<file path="src/rtl/jt12_pcm_feed.sv">
`timescale 1ns/1ps
`default_nettype none
// ============================================================================
//  Module   : jt12_pcm_feed
//  Purpose  : YM2612 DAC front-end. Captures CPU writes to the DAC data
//             register (0x2A) and DAC enable register (0x2B), buffers the
//             samples in a small FIFO and releases one sample every second
//             rising edge of `zero` as a signed 9-bit value with a strobe.
//  Ports    : clk, rst (sync, active high), clk_en (advance enable)
//             din[7:0], dac_wr (0x2A strobe), en_wr (0x2B strobe, din[7])
//             zero (slot marker)
//             pcm[8:0], pcm_wr (1-clk strobe), dacen, fill[AW:0], ovf, udf
//  Options  : `JT12_PCM_DITHER_EN -- adds an 8-bit LFSR that drives the pcm LSB
//  Revision : 1.0 -- initial release
// ============================================================================
module jt12_pcm_feed #(
    parameter int AW = 2
) (
    input  logic          clk,
    input  logic          rst,
    input  logic          clk_en,
    input  logic [7:0]    din,
    input  logic          dac_wr,
    input  logic          en_wr,
    input  logic          zero,
    output logic [8:0]    pcm,
    output logic          pcm_wr,
    output logic          dacen,
    output logic [AW:0]   fill,
    output logic          ovf,
    output logic          udf
);

    localparam int          DEPTH   = 2**AW;
    localparam logic [AW:0] C_DEPTH = (AW+1)'(DEPTH);
    localparam logic [AW:0] C_ONE   = (AW+1)'(1);

    // Registered state
    logic [7:0]  mem_q [DEPTH];
    logic [AW:0] wr_ptr_q, wr_ptr_d;
    logic [AW:0] rd_ptr_q, rd_ptr_d;
    logic        zero_q,   zero_d;
    logic        ph_q,     ph_d;
    logic        dacen_q,  dacen_d;
    logic        ovf_q,    ovf_d;
    logic        udf_q,    udf_d;
    logic [8:0]  pcm_q,    pcm_d;
    logic        pcm_wr_q, pcm_wr_d;

    // Combinational helpers
    logic          w_edge;
    logic          w_pop_slot;
    logic          w_dacen_eff;
    logic [AW:0]   w_rd_base;
    logic [AW:0]   w_fill_eff;
    logic [AW:0]   w_wr_prev;
    logic          w_empty;
    logic          w_full;
    logic          w_pop;
    logic [7:0]    w_head;
    logic          w_lsb;
    logic          w_mem_we;
    logic [AW-1:0] w_mem_addr;

`ifdef JT12_PCM_DITHER_EN
    logic [7:0] lfsr_q, lfsr_d;
    assign w_lsb = lfsr_q[0];
`else
    assign w_lsb = 1'b0;
`endif

    always_comb begin
        // An enable write is applied before anything else in the same cycle,
        // so pops and pushes are judged against the new enable, and a flush
        // (rd := wr) empties the FIFO before any pop is considered.
        w_edge      = zero & ~zero_q;
        w_pop_slot  = w_edge & ph_q;
        w_dacen_eff = en_wr ? din[7] : dacen_q;
        w_rd_base   = (en_wr & ~din[7]) ? wr_ptr_q : rd_ptr_q;
        w_fill_eff  = wr_ptr_q - w_rd_base;
        w_wr_prev   = wr_ptr_q - C_ONE;
        w_empty     = (w_fill_eff == '0);
        w_full      = (w_fill_eff == C_DEPTH);
        w_pop       = w_pop_slot & w_dacen_eff & ~w_empty;
        w_head      = mem_q[w_rd_base[AW-1:0]];

        zero_d     = zero_q;
        ph_d       = ph_q;
        dacen_d    = dacen_q;
        ovf_d      = ovf_q;
        udf_d      = udf_q;
        pcm_d      = pcm_q;
        pcm_wr_d   = 1'b0;          // strobe always self-clears, even with clk_en low
        wr_ptr_d   = wr_ptr_q;
        rd_ptr_d   = rd_ptr_q;
        w_mem_we   = 1'b0;
        w_mem_addr = wr_ptr_q[AW-1:0];
`ifdef JT12_PCM_DITHER_EN
        lfsr_d     = lfsr_q;
`endif

        if (clk_en) begin
            zero_d = zero;
            if (w_edge) begin
                ph_d = ~ph_q;
            end

            if (en_wr) begin
                dacen_d = din[7];
                ovf_d   = 1'b0;
                udf_d   = 1'b0;
                if (!din[7]) begin
                    rd_ptr_d = wr_ptr_q;
                    pcm_d    = '0;
                end
            end

            // Every pop slot strobes so the downstream cadence never stalls.
            if (w_pop_slot) begin
                pcm_wr_d = 1'b1;
                if (!w_dacen_eff) begin
                    pcm_d = '0;
                end else if (w_empty) begin
                    udf_d = 1'b1;
                end else begin
                    pcm_d    = {~w_head[7], w_head[6:0], w_lsb};
                    rd_ptr_d = w_rd_base + C_ONE;
`ifdef JT12_PCM_DITHER_EN
                    lfsr_d   = {lfsr_q[6:0], lfsr_q[7] ^ lfsr_q[5] ^ lfsr_q[4] ^ lfsr_q[3]};
`endif
                end
            end

            // Full without a pop: the newest entry is replaced so the latest
            // CPU sample is the one that eventually plays.
            if (dac_wr & w_dacen_eff) begin
                w_mem_we = 1'b1;
                if (w_full & ~w_pop) begin
                    w_mem_addr = w_wr_prev[AW-1:0];
                    ovf_d      = 1'b1;
                end else begin
                    w_mem_addr = wr_ptr_q[AW-1:0];
                    wr_ptr_d   = wr_ptr_q + C_ONE;
                end
            end
        end
    end

    always_ff @(posedge clk) begin
        if (rst) begin
            wr_ptr_q <= '0;
            rd_ptr_q <= '0;
            zero_q   <= 1'b0;
            ph_q     <= 1'b0;
            dacen_q  <= 1'b0;
            ovf_q    <= 1'b0;
            udf_q    <= 1'b0;
            pcm_q    <= '0;
            pcm_wr_q <= 1'b0;
`ifdef JT12_PCM_DITHER_EN
            lfsr_q   <= 8'h01;
`endif
        end else begin
            wr_ptr_q <= wr_ptr_d;
            rd_ptr_q <= rd_ptr_d;
            zero_q   <= zero_d;
            ph_q     <= ph_d;
            dacen_q  <= dacen_d;
            ovf_q    <= ovf_d;
            udf_q    <= udf_d;
            pcm_q    <= pcm_d;
            pcm_wr_q <= pcm_wr_d;
`ifdef JT12_PCM_DITHER_EN
            lfsr_q   <= lfsr_d;
`endif
        end
    end

    // Storage needs no reset: pointers define which entries are valid.
    always_ff @(posedge clk) begin
        if (!rst && w_mem_we) begin
            mem_q[w_mem_addr] <= din;
        end
    end

    assign pcm    = pcm_q;
    assign pcm_wr = pcm_wr_q;
    assign dacen  = dacen_q;
    assign fill   = wr_ptr_q - rd_ptr_q;
    assign ovf    = ovf_q;
    assign udf    = udf_q;

endmodule
`default_nettype wire

</file>
<file path="config.mk">
export PLATFORM = sky130hd
export DESIGN_NAME = jt12_pcm_feed
export DESIGN_NICKNAME = d
export VERILOG_FILES = /design/src/rtl/jt12_pcm_feed.sv
export SDC_FILE = /design/constraint.sdc
export NUM_CORES = 1
export LEC_CHECK = 0
export ABC_CLOCK_PERIOD_IN_PS = 10100
export CELL_PAD_IN_SITES_DETAIL_PLACEMENT = 1
export CELL_PAD_IN_SITES_GLOBAL_PLACEMENT = 1
export CORE_ASPECT_RATIO = 0.8
export CORE_MARGIN = 1
export CORE_UTILIZATION = 45
export CTS_BUF_LIST = sky130_fd_sc_hd__clkbuf_8
export DETAILED_ROUTE_END_ITERATION = 6
export HOLD_SLACK_MARGIN = 0.1
export PLACE_DENSITY_LB_ADDON = 0.25
export SYNTH_ARGS = -nofsm -noshare
export SYNTH_HDL_FRONTEND = slang
export SYNTH_SLANG_ARGS = --single-unit
</file>
<file path="constraint.sdc">
create_clock -name clk -period 10.1 [get_ports clk]
set_input_delay 3.03 -clock clk [delete_from_list [all_inputs] [get_ports clk]]
set_output_delay 3.03 -clock clk [all_outputs]
set_load 0.1 [all_outputs]
</file>
After elaboration in Yosys (flattened, before gate mapping)
Memories as Yosys holds them, arrays and structs flattened.
Index checks and enable logic that the tools add are counted.
{ "op_classes": {"add_sub_neg": 5, "mul": 0, "div": 0, "magnitude_cmp": 0, "n_eq_ne": 1, "shifts": 0, "n_mux": 27, "bitwise": 15, "n_reduce_logical": 6} }
{ "ops": {"columns": ["operator", "n"], "rows": [
  ["2-to-1 mux 9 bit", 5],
  ["2-to-1 mux 3 bit", 6],
  ["2-to-1 mux 1 bit", 13],
  ["inverter 1 bit", 8],
  ["AND 1 bit", 7],
  ["adder 3 x 1 -> 3 bit (second input constant)", 2],
  ["2-to-1 mux 2 bit", 3],
  ["subtractor 3 bit", 2],
  ["== test 3 bit (second input constant)", 1],
  ["zero test 3 bit", 1],
  ["AND reduction 3 bit", 1],
  ["AND reduction 2 bit", 1],
  ["OR reduction 2 bit", 1],
  ["subtractor 2 x 1 -> 2 bit (second input constant)", 1],
  ["logical AND 1 bit", 1],
  ["zero test 1 bit", 1]
]} }
{ "word_totals": {"register_bits": 21, "latchBits": 0, "ram_bits": 32, "romBits": 0, "input_bits": 14, "out_inout_bits": 16, "elab_cells": 64, "memories": 1} }
{ "mem_list": {"columns": ["name", "depth", "width", "rd", "rd_clocked_by_memory_dff", "wr", "line", "source"], "rows": [
  ["mem_q", 4, 8, 1, 0, 1, "39", "logic [7:0] mem_q [DEPTH];"]
]} }

Longest topological paths before layout
{ "depth": {"word_depth": 12, "mapped_depth": 11} }

Worst setup path before layout
No wires, ideal clock.
{ "synth_timing": {"kind": "input to register", "from": "input port din[7]", "to": "memory mem_q[0][0], enable pin", "arrival_time_ns": 5.730, "required_time_ns": 9.714, "slack_ns": 3.984, "stages": 9, "n_path_buf": 1, "cell_sequence": "and2b_4 > mux2i_1 > buf_2 > ha_1 > nor2b_1 > a211o_1 > a211oi_4 > nand3_1 > a211oi_1"} }
{ "synth_between": {"elab_chain_cells": 12, "word_cells_on_any_way": 21} }
{ "synth_lines": {"columns": ["item", "line", "source"], "rows": [
  ["from (decl)", "22", "input logic [7:0] din,"],
  ["inverter 1 bit", "79", "w_rd_base = (en_wr & ~din[7]) ? wr_ptr_q : rd_ptr_q;"],
  ["AND 1 bit", "79", null],
  ["2-to-1 mux 3 bit", "79", null],
  ["subtractor 3 bit", "80", "w_fill_eff = wr_ptr_q - w_rd_base;"],
  ["zero test 3 bit", "82", "w_empty = (w_fill_eff == '0);"],
  ["inverter 1 bit", "84", "w_pop = w_pop_slot & w_dacen_eff & ~w_empty;"],
  ["AND 1 bit", "84", null],
  ["inverter 1 bit", "138", "if (w_full & ~w_pop) begin"],
  ["AND 1 bit", "138", null],
  ["2-to-1 mux 2 bit", "138", null],
  ["2-to-1 mux 2 bit", "136", "if (dac_wr & w_dacen_eff) begin"],
  ["2-to-1 mux 2 bit", "102", "if (clk_en) begin"],
  ["to (decl)", "39", null]
]} }
Parallel ways exist; a longest one is shown, timed or not.

Worst setup path in the final report
{ "layout_timing": {"from": "input port din[7]", "to": "memory mem_q[2][0], enable pin"} }
The elaborated chain is that of the path after synthesis.

==> reports/results.ini <==
[timing]
grt_setup_unrepaired = false
final-setup-viol-count = 0
hold_violations = 0
slew_headroom_pct = 33.2
period_share_pct = 66.7
slew_viol_final = 0
worst_slew_pin_slew_ns = 1.00
finalClockSkew_ns = 0.00844
setup_tns_ns = 0
fmax_mhz = 149
min_period_ns = 6.73

[global_routing]
first_global_vias = 1676
antenna_found_initial = 0
overflow = 0
grt_usage_pct = 20.8
grt_max_degree = 20
grt_pass1_wl_um = 8740

[final_layout]
nets = 238
drive_gt1_share_pct = 12.3
area_delta_synth_final_pct = 18.3
n_antenna_cell = 0
stdcell_count = 281
design_area_mm2 = 0.00291

[worst_setup_path]
critPathKind = input pin to flip-flop
crit_fanout = 15
slowest_delay_ns = 0.63
cp_cell_sequence = clkdlybuf4s50_1 > and2b_4 > mux2i_4 > inv_1 > ha_1 > nor2b_1 > o211ai_2 > a211oi_4 > mux2i_1 > nor3_1 > buf_2
rr_startpoint = wr_ptr_q[0]
cp_num_buf_inv = 3
crit_path_end_kind = flip-flop
slowest_stage = mux2i_4
r2r-end = mem_q[2][0]
cp.required_ns = 10.12
rrSetupSlack_ns = 6.54
crit_arrival_ns = 6.76
startpoint = din[7]
startpoint_type = input pin
rr_worst_depth = 9
cp.depth = 11
crit_family = simple AND/OR/NAND/NOR gates
cp-endpoint = mem_q[2][0]

[detailed_routing]
wl_um = 5530
drcViolationCount = 0
wl_per_cell_um = 19.7
ant_nets = 0
dr_total_vias = 1623
initialDrtViolationCount = 63
dr.pass1.iters = 6
avgViaCountPerCell = 5.78

[pwr]
p_leak_nw = 1.10
power_density_mw_per_mm2 = 137
finalPower_mw = 0.399
ir_worst_vdd_mv = 0.0932

[clock_tree]
cts_root_buf = clkbuf_8
clk_path_buf_depth = 2
ctsResizeCount = 0
cts_tree = done
cts_setup_buffers = 0
cts_hold_buf = 0
path_clk_slew_ns = 0.11
worstSkewPairLatency_ns = 0.31
cts.sinks = 53
htreeDepth = 2
cts_made_buffers = 5

[logic_synthesis]
synth_top_flop_cell = edfxtp_1
yosysSeqAreaShare_pct = 56.2
postSynthCellCount = 186
synth_edf_count = 32
syn-cell-area_mm2 = 0.00246
synthArstFlopShare_pct = 0
synth.avg_cell_area_um2 = 13.2
synth.net_count = 206
synth_cell_type_count = 50
synth_seq_cells = 53
yosys_warnings = 0

[die]
core-area_mm2 = 0.00512
die-area_mm2 = 0.00576
io_pins = 30
num_rows = 23
fp.dieW_um = 84.6
start_util_pct = 48.0
die_h_um = 68.1

[placement]
place_inst = 272
dp_hpwl_um = 4020
gp_congestion = 0.831
numPortBuffers = 29
placed_cell_area_mm2 = 0.00279

[job]
cap_violations = 0

[outcome]
status = finished clean

[worst_hold_path]
hp-class = flip-flop to flip-flop

cell type report:
class,instances,area (µm²)
Multi-Input combinational cell,117,1010
Inverter,10,37.5
Timing Repair Buffer,31,303
Tap cell,62,77.6
Clock inverter,3,28.8
Clock buffer,5,68.8
Fill cell,503,2220
Sequential cell,53,1380
worst min path at each step:
stage / from / to / slack, ns / cells past startpoint
floorplan: zero_q / zero_q / 0.46 / 2
global placement: pcm[0] / pcm[0] / 0.44 / 1
detailed placement: pcm[0] / pcm[0] / 0.46 / 1
CTS: pcm[0] / pcm[0] / 0.49 / 1
global route: pcm[0] / pcm[0] / 0.50 / 1
finish: pcm[0] / pcm[0] / 0.48 / 1
synthesized netlist by cell type, types with 3 or more instances:
master	count	share of area [%]
edfxtp_1	32	39
dfxtp_1	21	17
mux2i_1	18	7.3
nor2_1	17	2.6
inv_1	10	1.5
nand2_1	6	0.92
a22o_1	5	1.8
ha_1	5	2.5
nor2b_1	5	1.3
mux4_1	4	4.3
nand3_1	4	0.81
nor3_1	4	0.81
a21oi_1	3	0.61
nand3b_1	3	0.92
o221a_2	3	1.4
o311ai_0	3	1.1
registers in the layout (all words and copies together), names as in the netlist:
name      cells
dacen         1
mem_q        32
ovf           1
pcm           9
pcm_wr        1
ph_q          1
rd_ptr_q      3
udf           1
wr_ptr_q      3
zero_q        1
layout by cell type, fill, tap and decap left out, drive strengths merged, types with 5 or more instances in the layout:
cell type,instances
clkdlybuf4s50,29
clkbuf,5
edfxtp,32
a22o,5
ha,5
dfxtp,21
nand2,6
inv,12
nand3,5
mux2i,19
nor2,17
nor2b,5
kinds of logic (layout without fill, tap and decap cells):
logic type / count (synthesis) / after routing / synth area share (%)
buffers and inverters: 16 / 49 / 3.31
muxes: 26 / 26 / 14.1
and+or+nand+nor: 53 / 53 / 11.5
AOI/OAI and AO/OA: 28 / 28 / 10.1
xor gates and xnor gates: 4 / 4 / 1.43
adders and majority gates: 6 / 6 / 3.36
DFF: 53 / 53 / 56.2
report_power, final:
| group | switching [mW] | leakage [nW] | internal, mW |
|---|---|---|---|
| clock network | 0.0756 | 0.0506 | 0.0520 |
| logic | 0.0248 | 0.591 | 0.0142 |
| registers | 0.00194 | 0.458 | 0.231 |
per-layer routing:
layer / track usage [%] / share of wire [%] / up-vias
li1: - / - / 764
met1: 26.4 / 46 / 807
met2: 35.6 / 49 / 40
met3: 4.34 / 3.3 / 12
met4: 8.26 / 2.0 / 0
met5: 0 / 0 / -
through the flow:
| stage | utilization (%) | hold slack, ns | setup WS (ns) |
|---|---|---|---|
| 6_report | 56.7 | 0.475 | 3.37 |
| 5_1_grt | 56.7 | 0.499 | 3.09 |
| 4_1_cts | 56.4 | 0.487 | 2.94 |
| 3_5_place_dp | 54.4 | 0.461 | 2.64 |
| 3_3_place_gp | 54.4 | 0.441 | 2.84 |
| 2_1_floorplan | - | 0.465 | 3.98 |
No activity file was read; power rests on OpenSTA's default activity.
